<file path="config.mk">
export PLATFORM = sky130hd
export DESIGN_NAME = currctrl_reset_sequencer_flat
export DESIGN_NICKNAME = d
export VERILOG_FILES = /design/src/rtl/currctrl_reset_sequencer_if.sv /design/src/rtl/currctrl_reset_sequencer.sv /design/src/flat_wrapper.sv
export SDC_FILE = /design/constraint.sdc
export NUM_CORES = 1
export LEC_CHECK = 0
export CORE_UTILIZATION = 55
export CTS_CLUSTER_SIZE = 14
export DETAILED_ROUTE_END_ITERATION = 6
export PLACE_DENSITY_LB_ADDON = 0.05
export SETUP_SLACK_MARGIN = 0.5
export SLEW_MARGIN = 20
export SYNTH_ARGS = -nofsm -noshare
export SYNTH_HDL_FRONTEND = slang
export SYNTH_SLANG_ARGS = --single-unit
export TNS_END_PERCENT = 5
</file>
<file path="constraint.sdc">
create_clock -name clk -period 5.6 [get_ports clk]
set_clock_uncertainty 0.1 [all_clocks]
set_input_delay 0.84 -clock clk [delete_from_list [all_inputs] [get_ports clk]]
set_output_delay 0.84 -clock clk [all_outputs]
set_load 0.005 [all_outputs]
</file>
<file path="src/rtl/currctrl_reset_sequencer_if.sv">
// Avalon-MM slave bus used to program the current-control reset sequencer.
// Read data is combinational from the address, with zero wait states.
interface currctrl_reset_sequencer_if;
  logic [2:0]  address;
  logic        chipselect;
  logic        write_n;
  logic [31:0] writedata;
  logic [31:0] readdata;

  modport master (
    output address,
    output chipselect,
    output write_n,
    output writedata,
    input  readdata
  );

  modport slave (
    input  address,
    input  chipselect,
    input  write_n,
    input  writedata,
    output readdata
  );
endinterface

</file>
<file path="src/rtl/currctrl_reset_sequencer.sv">
// Sequenced reset controller for the current-control subsystem: software, fault and
// watchdog triggers assert every stage reset, hold them, then release stages in order.
module currctrl_reset_sequencer #(
  parameter int NUM_STAGES = 3,
  parameter int CNT_W      = 16,
  parameter int DEF_HOLD   = 1000,
  parameter int DEF_GAP    = 100,
  parameter int WDOG_W     = 24
) (
  input  logic                         clk,
  input  logic                         reset_n,
  currctrl_reset_sequencer_if.slave    avs,
  input  logic                         fault_in,
  output logic [NUM_STAGES-1:0]        rst_stage,
  output logic                         busy,
  output logic                         irq
);

  localparam int IDX_W = (NUM_STAGES > 1) ? $clog2(NUM_STAGES) : 1;
  localparam logic [IDX_W-1:0] LAST_IDX = IDX_W'(NUM_STAGES - 1);

  localparam logic [1:0] ST_IDLE    = 2'd0;
  localparam logic [1:0] ST_ASSERT  = 2'd1;
  localparam logic [1:0] ST_RELEASE = 2'd2;

  logic                  wr;
  logic                  ctrl_wr;
  logic                  status_wr;
  logic                  kick;
  logic                  sw_trig;
  logic                  fault_trig;
  logic                  wdog_trig;
  logic                  trig;
  logic                  wdog_en;
  logic                  fault_en;
  logic                  irq_en;
  logic                  wdog_en_rise;
  logic [2:0]            cause;
  logic [2:0]            cause_clr;
  logic                  count_clr;
  logic [7:0]            trig_count;
  logic [CNT_W-1:0]      hold_reg;
  logic [CNT_W-1:0]      gap_reg;
  logic [CNT_W-1:0]      hold_load;
  logic [CNT_W-1:0]      gap_load;
  logic [CNT_W-1:0]      cnt;
  logic                  cnt_last;
  logic [WDOG_W-1:0]     wdog_load;
  logic [WDOG_W-1:0]     wdog_cnt;
  logic [1:0]            state;
  logic [IDX_W-1:0]      idx;
  logic [NUM_STAGES-1:0] stage_q;
  logic                  seq_done;
  logic                  fault_s1;
  logic                  fault_s2;
  logic                  fault_s3;
  logic                  fault_rise;
  logic                  unused_wdata;

  assign wr        = avs.chipselect & ~avs.write_n;
  assign ctrl_wr   = wr && (avs.address == 3'd0);
  assign status_wr = wr && (avs.address == 3'd1);
  assign kick      = wr && (avs.address == 3'd5);

  assign cause_clr = status_wr ? avs.writedata[3:1] : 3'b000;
  assign count_clr = status_wr & avs.writedata[31];

  // Upper write-data bits only matter for some registers; fold them so none dangle.
  assign unused_wdata = ^avs.writedata;

  // A zero HOLD or GAP still costs one cycle so the sequence always advances.
  assign hold_load = (hold_reg == '0) ? CNT_W'(1) : hold_reg;
  assign gap_load  = (gap_reg == '0) ? CNT_W'(1) : gap_reg;
  assign cnt_last  = (cnt <= CNT_W'(1));

  assign sw_trig      = ctrl_wr & avs.writedata[0];
  assign wdog_en_rise = ctrl_wr & avs.writedata[1] & ~wdog_en;
  assign fault_rise   = fault_s2 & ~fault_s3;
  assign fault_trig   = fault_en & fault_rise;
  assign wdog_trig    = (state == ST_IDLE) && wdog_en && (wdog_cnt == '0) && !kick;
  assign trig         = sw_trig | fault_trig | wdog_trig;

  assign seq_done = (state == ST_RELEASE) && cnt_last && (idx == LAST_IDX) && !trig;

  always_ff @(posedge clk or negedge reset_n) begin
    if (!reset_n) begin
      fault_s1 <= 1'b0;
      fault_s2 <= 1'b0;
      fault_s3 <= 1'b0;
    end else begin
      fault_s1 <= fault_in;
      fault_s2 <= fault_s1;
      fault_s3 <= fault_s2;
    end
  end

  always_ff @(posedge clk or negedge reset_n) begin
    if (!reset_n) begin
      wdog_en   <= 1'b0;
      fault_en  <= 1'b0;
      irq_en    <= 1'b0;
      hold_reg  <= CNT_W'(DEF_HOLD);
      gap_reg   <= CNT_W'(DEF_GAP);
      wdog_load <= '1;
    end else begin
      if (ctrl_wr) begin
        wdog_en  <= avs.writedata[1];
        fault_en <= avs.writedata[2];
        irq_en   <= avs.writedata[3];
      end
      if (wr && (avs.address == 3'd2)) hold_reg  <= avs.writedata[CNT_W-1:0];
      if (wr && (avs.address == 3'd3)) gap_reg   <= avs.writedata[CNT_W-1:0];
      if (wr && (avs.address == 3'd4)) wdog_load <= avs.writedata[WDOG_W-1:0];
    end
  end

  // New cause bits take priority over a same-cycle write-1-to-clear.
  always_ff @(posedge clk or negedge reset_n) begin
    if (!reset_n) begin
      cause      <= 3'b000;
      trig_count <= 8'd0;
    end else begin
      cause <= (cause & ~cause_clr) | {wdog_trig, fault_trig, sw_trig};
      if (count_clr) begin
        trig_count <= trig ? 8'd1 : 8'd0;
      end else if (trig && (trig_count != 8'hFF)) begin
        trig_count <= trig_count + 8'd1;
      end
    end
  end

  always_ff @(posedge clk or negedge reset_n) begin
    if (!reset_n) begin
      wdog_cnt <= '1;
    end else if (kick || wdog_en_rise || seq_done) begin
      wdog_cnt <= wdog_load;
    end else if ((state == ST_IDLE) && wdog_en && (wdog_cnt != '0)) begin
      wdog_cnt <= wdog_cnt - WDOG_W'(1);
    end
  end

  // Any trigger, in any state, reasserts every stage and restarts the hold period.
  always_ff @(posedge clk or negedge reset_n) begin
    if (!reset_n) begin
      state   <= ST_ASSERT;
      cnt     <= CNT_W'(DEF_HOLD);
      idx     <= '0;
      stage_q <= '1;
    end else if (trig) begin
      state   <= ST_ASSERT;
      cnt     <= hold_load;
      idx     <= '0;
      stage_q <= '1;
    end else begin
      case (state)
        ST_ASSERT: begin
          if (cnt_last) begin
            state <= ST_RELEASE;
            cnt   <= gap_load;
            idx   <= '0;
          end else begin
            cnt <= cnt - CNT_W'(1);
          end
        end
        ST_RELEASE: begin
          if (cnt_last) begin
            stage_q[idx] <= 1'b0;
            if (idx == LAST_IDX) begin
              state <= ST_IDLE;
            end else begin
              idx <= idx + IDX_W'(1);
              cnt <= gap_load;
            end
          end else begin
            cnt <= cnt - CNT_W'(1);
          end
        end
        default: begin
          state   <= ST_IDLE;
          stage_q <= '0;
        end
      endcase
    end
  end

  assign rst_stage = stage_q;
  assign busy      = (state != ST_IDLE);
  assign irq       = (|cause) & irq_en;

  always_comb begin
    avs.readdata = 32'd0;
    case (avs.address)
      3'd0:    avs.readdata = {28'd0, irq_en, fault_en, wdog_en, 1'b0};
      3'd1:    avs.readdata = {16'd0, trig_count, 4'd0, cause, busy};
      3'd2:    avs.readdata = 32'(hold_reg);
      3'd3:    avs.readdata = 32'(gap_reg);
      3'd4:    avs.readdata = 32'(wdog_load);
      default: avs.readdata = 32'd0;
    endcase
  end

endmodule

</file>
<file path="src/flat_wrapper.sv">
// flat-port wrapper written by rule: the top's interface ports become plain ports
module currctrl_reset_sequencer_flat 
#(
  parameter int NUM_STAGES = 3,
  parameter int CNT_W      = 16,
  parameter int DEF_HOLD   = 1000,
  parameter int DEF_GAP    = 100,
  parameter int WDOG_W     = 24
)
  (clk, reset_n, fault_in, rst_stage, busy, irq, avs_address, avs_chipselect, avs_write_n, avs_writedata, avs_readdata);
  currctrl_reset_sequencer_if avs_i ();
  input  logic clk;
  input  logic reset_n;
  input  logic fault_in;
  output logic [NUM_STAGES-1:0] rst_stage;
  output logic busy;
  output logic irq;
  input wire logic [$bits(avs_i.address)-1:0] avs_address;
  input wire logic [$bits(avs_i.chipselect)-1:0] avs_chipselect;
  input wire logic [$bits(avs_i.write_n)-1:0] avs_write_n;
  input wire logic [$bits(avs_i.writedata)-1:0] avs_writedata;
  output wire logic [$bits(avs_i.readdata)-1:0] avs_readdata;
  assign avs_i.address = avs_address;
  assign avs_i.chipselect = avs_chipselect;
  assign avs_i.write_n = avs_write_n;
  assign avs_i.writedata = avs_writedata;
  assign avs_readdata = avs_i.readdata;
  currctrl_reset_sequencer #(.NUM_STAGES(NUM_STAGES), .CNT_W(CNT_W), .DEF_HOLD(DEF_HOLD), .DEF_GAP(DEF_GAP), .WDOG_W(WDOG_W)) u_core (.clk(clk), .reset_n(reset_n), .avs(avs_i), .fault_in(fault_in), .rst_stage(rst_stage), .busy(busy), .irq(irq));
endmodule
</file>
# Yosys cells after proc, flatten, opt, wreduce, memory -nomap -nowiden

Cells that the tools add are included.

Magnitude comparators: 3
Equal/unequal tests: 15
Bitwise logic cells: 18
Add/sub/neg operators: 4
Multiplexer cells: 29
Reduce and logical (&&, ||, !) cells: 34

Operator list:

| operator                                                        | count |
|---|---|
| case mux 24 bit (5 select lines)                                | 1 |
| 2-to-1 mux 16 bit                                               | 6 |
| 2-to-1 mux 24 bit                                               | 2 |
| zero test 16 bit                                                | 2 |
| case mux 16 bit (2 select lines)                                | 1 |
| zero test 24 bit                                                | 1 |
| nonzero test 24 bit                                             | 1 |
| subtractor 24 x 1 -> 24 bit, second input constant              | 1 |
| less-or-equal comparator 16 x 1 -> 1 bit, second input constant | 1 |
| 2-to-1 mux 2 bit                                                | 8 |
| 2-to-1 mux 8 bit                                                | 2 |
| subtractor 16 x 1 -> 16 bit, second input constant              | 1 |
| logical AND 1 bit                                               | 15 |
| 2-to-1 mux 3 bit                                                | 3 |
| adder 8 x 1 -> 8 bit, second input constant                     | 1 |
| AND 1 bit                                                       | 8 |
| != test 8 bit, second input constant                            | 1 |
| case mux 2 bit (2 select lines)                                 | 2 |
| AND 3 bit                                                       | 2 |
| equality test 3 x 2 -> 1 bit, second input constant             | 2 |
| equality test 3 bit, second input constant                      | 2 |
| != test 3 x 1 -> 1 bit, second input constant                   | 2 |
| != test 3 x 2 -> 1 bit, second input constant                   | 2 |
| NOT 3 bit                                                       | 2 |
| 24 further kinds                                                | 34 |

Logic and storage cells: 119
Bits in registers: 120
Output and inout port bits: 37
Input bits: 40

# Depth between registers and ports, before layout

Gate-level depths: netlist of run 1.

Word-level depth: 10
Depth in mapped cells: 11
Mapped depth without buffers: 8

# Worst setup path after synthesis of run 1

No wires, ideal clock.

Kind: in2out
Start point: input avs_address[0]
End point: output avs_readdata[1]
Slack: 2530 ps
Arrival: 2130 ps
Path buffers: 2
Cell stages on the path: 5
Required time: 4660 ps
Cells stage by stage: clkbuf_1 -> buf_1 -> mux4_2 -> inv_1 -> o21ai_0

Cells in the longest elaborated chain, start to end: 2
Elaborated cells between the ends (all ways): 6
Classes of those cells: 4 x eq/ne; 1 x mux; 1 x reduce/logical

RTL lines:

| item                                        | line                            | text |
|---|---|---|
| start: declaration                          | flat_wrapper.sv:18              | `input wire logic [$bits(avs_i.address)-1:0] avs_address;` |
| equality test 3 bit (tied with other cells) | currctrl_reset_sequencer.sv:192 | `case (avs.address)` |
| case mux 24 bit (5 select lines) (*)        | currctrl_reset_sequencer.sv:192 |  |
| end: declaration                            | flat_wrapper.sv:22              | `output wire logic [$bits(avs_i.readdata)-1:0] avs_readdata;` |

Mark *: on every way between the ends. The rest lies on a longest branch, timed or not.

# Worst setup path in the final report of run 1

Start point: input avs_address[0]
End point: output avs_readdata[11]

The elaborated chain is that of the path after synthesis.

==> results.yml, run 1 <==
run_status:
  status: "finished with violations"
  violations: "design-rule violations"
placed_design:
  port_buffers: 61
  placed_area_um2: 7370
  dp_hpwl_um: 12100
  gp_congestion: 0.851
  preCtsSetupSlack_ns: 1.33
  placedCellCount: 849
logic_synthesis:
  synthFlopType: "dfstp_2"
  yosys-top-cells-count: "89 x nand2_1, 68 x mux2_2, 67 x dfstp_2"
  postSynthCellCount: 669
  yosys.area.top_type: "dfstp_2"
  ys_seq_elements: 120
  synth_edf_count: 0
  post_synth.cell_area_avg_um2: 9.96
  synth_cell_types: 63
  synth_warnings: 0
  synth_most_common_cell: "nand2_1"
  ys_seq_area_share_pct: 46.3
  syn_area_um2: 6670
  synth_top_area_share_pct: 26.4
  async_reset_ff_share_pct: 100
  synthTopCellsByArea: "dfstp_2 26%, dfrtp_1 20%, mux2_2 11%"
critical_path:
  crit_required_ns: 4.66
  crit_path_cell_trace: "clkdlybuf4s50_1 -> buf_4 -> mux2_2 -> a22oi_1 -> o21ai_0 -> clkdlybuf4s50_1"
  cp-start-kind: "primary input"
  critPathSlowestCell: "clkdlybuf4s50_1"
  path_max_fanout: 20
  worstSetupPathType: "primary input to primary output"
  slowest_delay_ns: 0.98
  crit_top_cell: "clkdlybuf4s50_1"
  worstPathArrival_ns: 3.36
  endpoint_kind: "primary output"
timing:
  max_freq_mhz: 232
  tightest_slew_ns: 1.10
  period_share_pct: 76.9
  setup_tns_ns: 0
  final_max_slew_viol_count: 0
  period_needed_ns: 4.30
  hold_viol: 0
  setup_violations: 0
  relSlewSlack_pct: 26.6
  fin_ws_ns: 1.30
  rsz0062_at_grt: "no"
  timing.hold.ws_ns: 0.258
clocking:
  cts_setup_buffers: 0
  clkTransAtPathRegs_ns: 0.05
  cts_inserted_buffers: 17
  clk_latency_ns: 0.42
  holdBufCountCts: 0
  clock-root-buffer: "clkbuf_16"
  tritoncts: "yes"
  cts_buffer_depth: 2
  clock_sinks: 120
  cts-resized-gates: 0
  htreeDepth: 4
flow_run:
  maxCapViolations: 0
power_and_ir_drop:
  seq_power_share_pct: 44.9
  p_leak_nw: 3.06
  p_switching_mw: 1.06
  p_sw_share_pct: 31.4
  p_int_mw: 2.33
  p_comb_share_pct: 23.7
  power_frac_clock_pct: 31.4
  irDropWorstVdd_mv: 0.312
  p_total_mw: 3.39
  power.density_nw_per_um2: 427
detailed_routing:
  via_per_inst: 6.19
  drc: 4
  initialDrtViolationCount: 438
  dr.pass1.iters: 7
  routed_wl_um: 17200
  wl_per_cell_um: 19.5
  ant_nets: 0
  via_count: 5457
layout:
  fin_nets: 776
  syn2layout_area_growth_pct: 19.2
  drive_above_1_share_pct: 25.5
  fin_util_pct: 68.4
  antenna-diode-count: 0
  final_area_um2: 7950
  largestRegisters: "u_core.wdog_cnt: 24 flops, u_core.wdog_load: 24 flops"
  fin_cells: 881
global_route:
  top_usage_layer: "met2"
  use_met1_pct: 39.1
  use_met2_pct: 46.5
  met3_usage_pct: 5.78
  overflow: 0
  grt_usage_pct: 28.9
  grt_max_degree: 73
  antenna_found_initial: 0
  grt_pass1_vias: 5312
  grt_pass1_wl_um: 27800
floorplan:
  rows: 39
  initial_core_util_pct: 57.4
  fp.dieH_um: 112
  coreArea_um2: 11600
  die_area_um2: 12600
  chipWidth_um: 112
  io-pin-count: 77
worst_hold_path:
  worstHoldPathType: "flip-flop to flip-flop"
-- cell type report --
cell class / instances / area [µm²]
fill: 927 / 3670
clock inverter: 9 / 97.6
sequential: 120 / 3090
timing repair buffer: 72 / 691
inverter: 15 / 56.3
clock buffer: 23 / 478
tap: 143 / 179
multi-input combinational: 499 / 3360
-- path summary, 6_finish.rpt --
path	from	endpoint	slack, ns	cells after the start
worst max-delay path	avs_address[0]	avs_readdata[11]	1.30	6
worst min-delay path	u_core.fault_s1$_DFF_PN0_	u_core.fault_s2$_DFF_PN0_	0.26	0
worst max register to register	u_core.cnt[4]$_DFFE_PN0P_	u_core.wdog_cnt[1]$_DFFE_PN1P_	1.69	6
worst min register to register	u_core.fault_s1$_DFF_PN0_	u_core.fault_s2$_DFF_PN0_	0.26	0
max in group asynchronous	reset_n	u_core.hold_reg[15]$_DFFE_PN0P_	3.77	2
min in group asynchronous	reset_n	u_core.gap_reg[10]$_DFFE_PN0P_	0.46	1
-- power groups by stage --
stage	Combinational (mW)	Clock [mW]	Sequential, mW
2_1_floorplan	0.599	0	1.42
3_3_place_gp	0.774	0	1.51
3_5_place_dp	0.798	0	1.52
4_1_cts	0.803	1.07	1.51
5_1_grt	0.893	1.12	1.56
6_report	0.803	1.07	1.53
-- cell families (layout without fill, tap and decap cells) --
family	after synthesis	after routing	synth area share, %
fa+ha+maj	11	11	2.06
simple gates	225	225	16.8
mux	80	80	13.7
xor+xnor	23	23	3.02
compound gates	152	152	14.3
buf+inv	57	119	3.85
flops	120	120	46.3
other cells	1	8	0.0563
-- critical path, delay by kind of cell --
kind                   cells  cell delay (ns)
multiplexers               1             0.35
AO/OA/AOI/OAI              2             0.40
buffers and inverters      3             1.77
-- routing by layer --
layer,vias to the layer above,wire [µm]
met2,199,8150
met4,0,290
met5,-,0
met3,23,1080
met1,2714,7650
li1,2521,-
-- placed cells by master, fill, tap and decap left out, types with 5 or more instances in the layout --
cell / n
mux2_2: 68
o21ai_1: 26
dfstp_2: 67
o21a_1: 5
nor2_1: 35
and2_1: 11
nand2_1: 89
o21ai_0: 41
a211oi_1: 7
nor4_1: 17
clkbuf_16: 17
or4_1: 7
nor3_1: 18
o22ai_1: 5
a21oi_1: 17
mux2i_1: 9
clkdlybuf4s50_1: 60
conb_1: 8
xnor2_1: 22
nor2b_1: 6
dfrtp_1: 53
buf_4: 12
inv_1: 15
ha_1: 11
or3_1: 8
a22oi_1: 11
a31oi_1: 5
clkinv_2: 6
nand3_1: 8
a2bb2oi_1: 5
o31ai_1: 6
Power figures use the tool's default switching activity.
==> run 2, diff against run 1 <==
clock period = 4.3 ns   (was 5.6 ns; I/O delays follow)
==> run 2 against run 1 <==
The run still ends with design-rule violations left. Hold slack worse by 0.060 ns. Critical path depth down 1. Largest cell class unchanged. Via count up 0.18%. Design area up 0.77%. Count of clock-buffer cells in the layout up 5. Core utilization up 0.53 points.
==> results.yml, run 2 (same netlist as run 1, synthesis figures left out) <==
run_status:
  status: "finished with violations"
  violations: "design-rule violations"
critical_path:
  endpoint_kind: "primary output"
  crit_family: "buffers and inverters"
  crit_top_cell: "clkdlybuf4s50_1"
  worstPathArrival_ns: 2.91
  crit_path_cell_trace: "clkdlybuf4s50_1 -> nor2b_1 -> a22oi_1 -> o21ai_0 -> clkdlybuf4s50_1"
  path_max_fanout: 10
  slowest_delay_ns: 0.74
  crit_required_ns: 3.56
  cp-start-kind: "primary input"
  path_buf_inv: 2
  critPathSlowestCell: "clkdlybuf4s50_1"
  worstSetupPathType: "primary input to primary output"
layout:
  layout_commonest_cell: "nand2_1"
  layout_common_cells: "89 x nand2_1, 68 x mux2_2, 67 x dfstp_2, 60 x clkdlybuf4s50_1, 53 x dfrtp_1"
  drive_above_1_share_pct: 25.4
  largestRegisters: "u_core.wdog_cnt: 24 flops, u_core.wdog_load: 24 flops"
  antenna-diode-count: 0
  fin_util_pct: 68.9
  fin_nets: 782
  syn2layout_area_growth_pct: 20.1
global_route:
  use_met1_pct: 40.9
  use_met2_pct: 46.3
  grt_pass1_vias: 5310
  grt_max_degree: 67
  grt_pass1_wl_um: 28300
  overflow: 0
  grt_usage_pct: 29.6
  met3_usage_pct: 7.18
  antenna_found_initial: 0
  top_usage_layer: "met2"
worst_hold_path:
  worstHoldPathType: "primary input to asynchronous set/reset pin"
timing:
  max_freq_mhz: 274
  rsz0062_at_grt: "no"
  hold_viol: 0
  period_share_pct: 85.0
  relSlewSlack_pct: 44.0
  fin_ws_ns: 0.646
  setup_violations: 0
  setup_tns_ns: 0
  final_max_slew_viol_count: 0
  timing.hold.ws_ns: 0.199
  period_needed_ns: 3.65
  tightest_slew_ns: 0.833
flow_run:
  maxCapViolations: 0
floorplan:
  fp.dieH_um: 112
  die_area_um2: 12600
  initial_core_util_pct: 57.4
  io-pin-count: 77
  rows: 39
  coreArea_um2: 11600
  chipWidth_um: 112
power_and_ir_drop:
  p_leak_nw: 3.09
  p_total_mw: 4.41
  power.density_nw_per_um2: 550
  irDropWorstVdd_mv: 0.349
clocking:
  holdBufCountCts: 0
  cts_buffer_depth: 2
  tritoncts: "yes"
  cts_setup_buffers: 0
  clkTransAtPathRegs_ns: 0.05
  cts-resized-gates: 0
  clk_latency_ns: 0.41
  clock_sinks: 120
  htreeDepth: 4
  clock-root-buffer: "clkbuf_16"
  cts_inserted_buffers: 17
detailed_routing:
  via_per_inst: 6.17
  ant_nets: 0
  routed_wl_um: 17500
  wl_per_cell_um: 19.8
  dr.pass1.iters: 7
  drc: 5
  initialDrtViolationCount: 444
  via_count: 5467
placed_design:
  dp_hpwl_um: 12400
  port_buffers: 61
  gp_congestion: 0.870
  preCtsSetupSlack_ns: 0.689
==> run 2: final timing paths <==
| kind | from | end | slack, ns | cells after the start |
|---|---|---|---|---|
| max | avs_address[1] | avs_readdata[9] | 0.65 | 5 |
| min | reset_n | u_core.gap_reg[12]$_DFFE_PN0P_ | 0.20 | 1 |
| max reg2reg | u_core.wdog_cnt[0]$_DFFE_PN1P_ | u_core.wdog_cnt[15]$_DFFE_PN1P_ | 1.05 | 9 |
| min reg2reg | u_core.fault_s1$_DFF_PN0_ | u_core.fault_s2$_DFF_PN0_ | 0.26 | 0 |
| max in group asynchronous | reset_n | u_core.state[0]$_DFFE_PN1P_ | 3.08 | 2 |
| min in group clk | u_core.fault_s1$_DFF_PN0_ | u_core.fault_s2$_DFF_PN0_ | 0.26 | 0 |
==> run 2: layer usage <==
layer	vias up	share of wire, %
met5	-	0
met4	0	1.6
met3	25	6.3
met2	204	48
met1	2711	45
li1	2527	-
==> run 2: final cells by class <==
class                           count  area [µm²]
Clock buffer                       28         517
Clock inverter                      3        40.0
Fill cell                         932        3610
Inverter                           15        56.3
Multi-Input combinational cell    499        3350
Sequential cell                   120        3090
Tap cell                          143         179
Timing Repair Buffer               78         773
==> run 2: stage by stage <==
step                      instance area, µm²  std cells
after floorplan                         6690        676
after global placement                  7450        855
after detailed placement                7450        855
after CTS                               8010        886
after global routing                    8010        886
final                                   8010        886
==> run 2: where the power goes <==
part | leakage (nW) | switching, mW | internal (mW)
Combinational | 1.45 | 0.518 | 0.558
Sequential | 1.37 | 0.395 | 1.60
Clock | 0.274 | 0.468 | 0.866
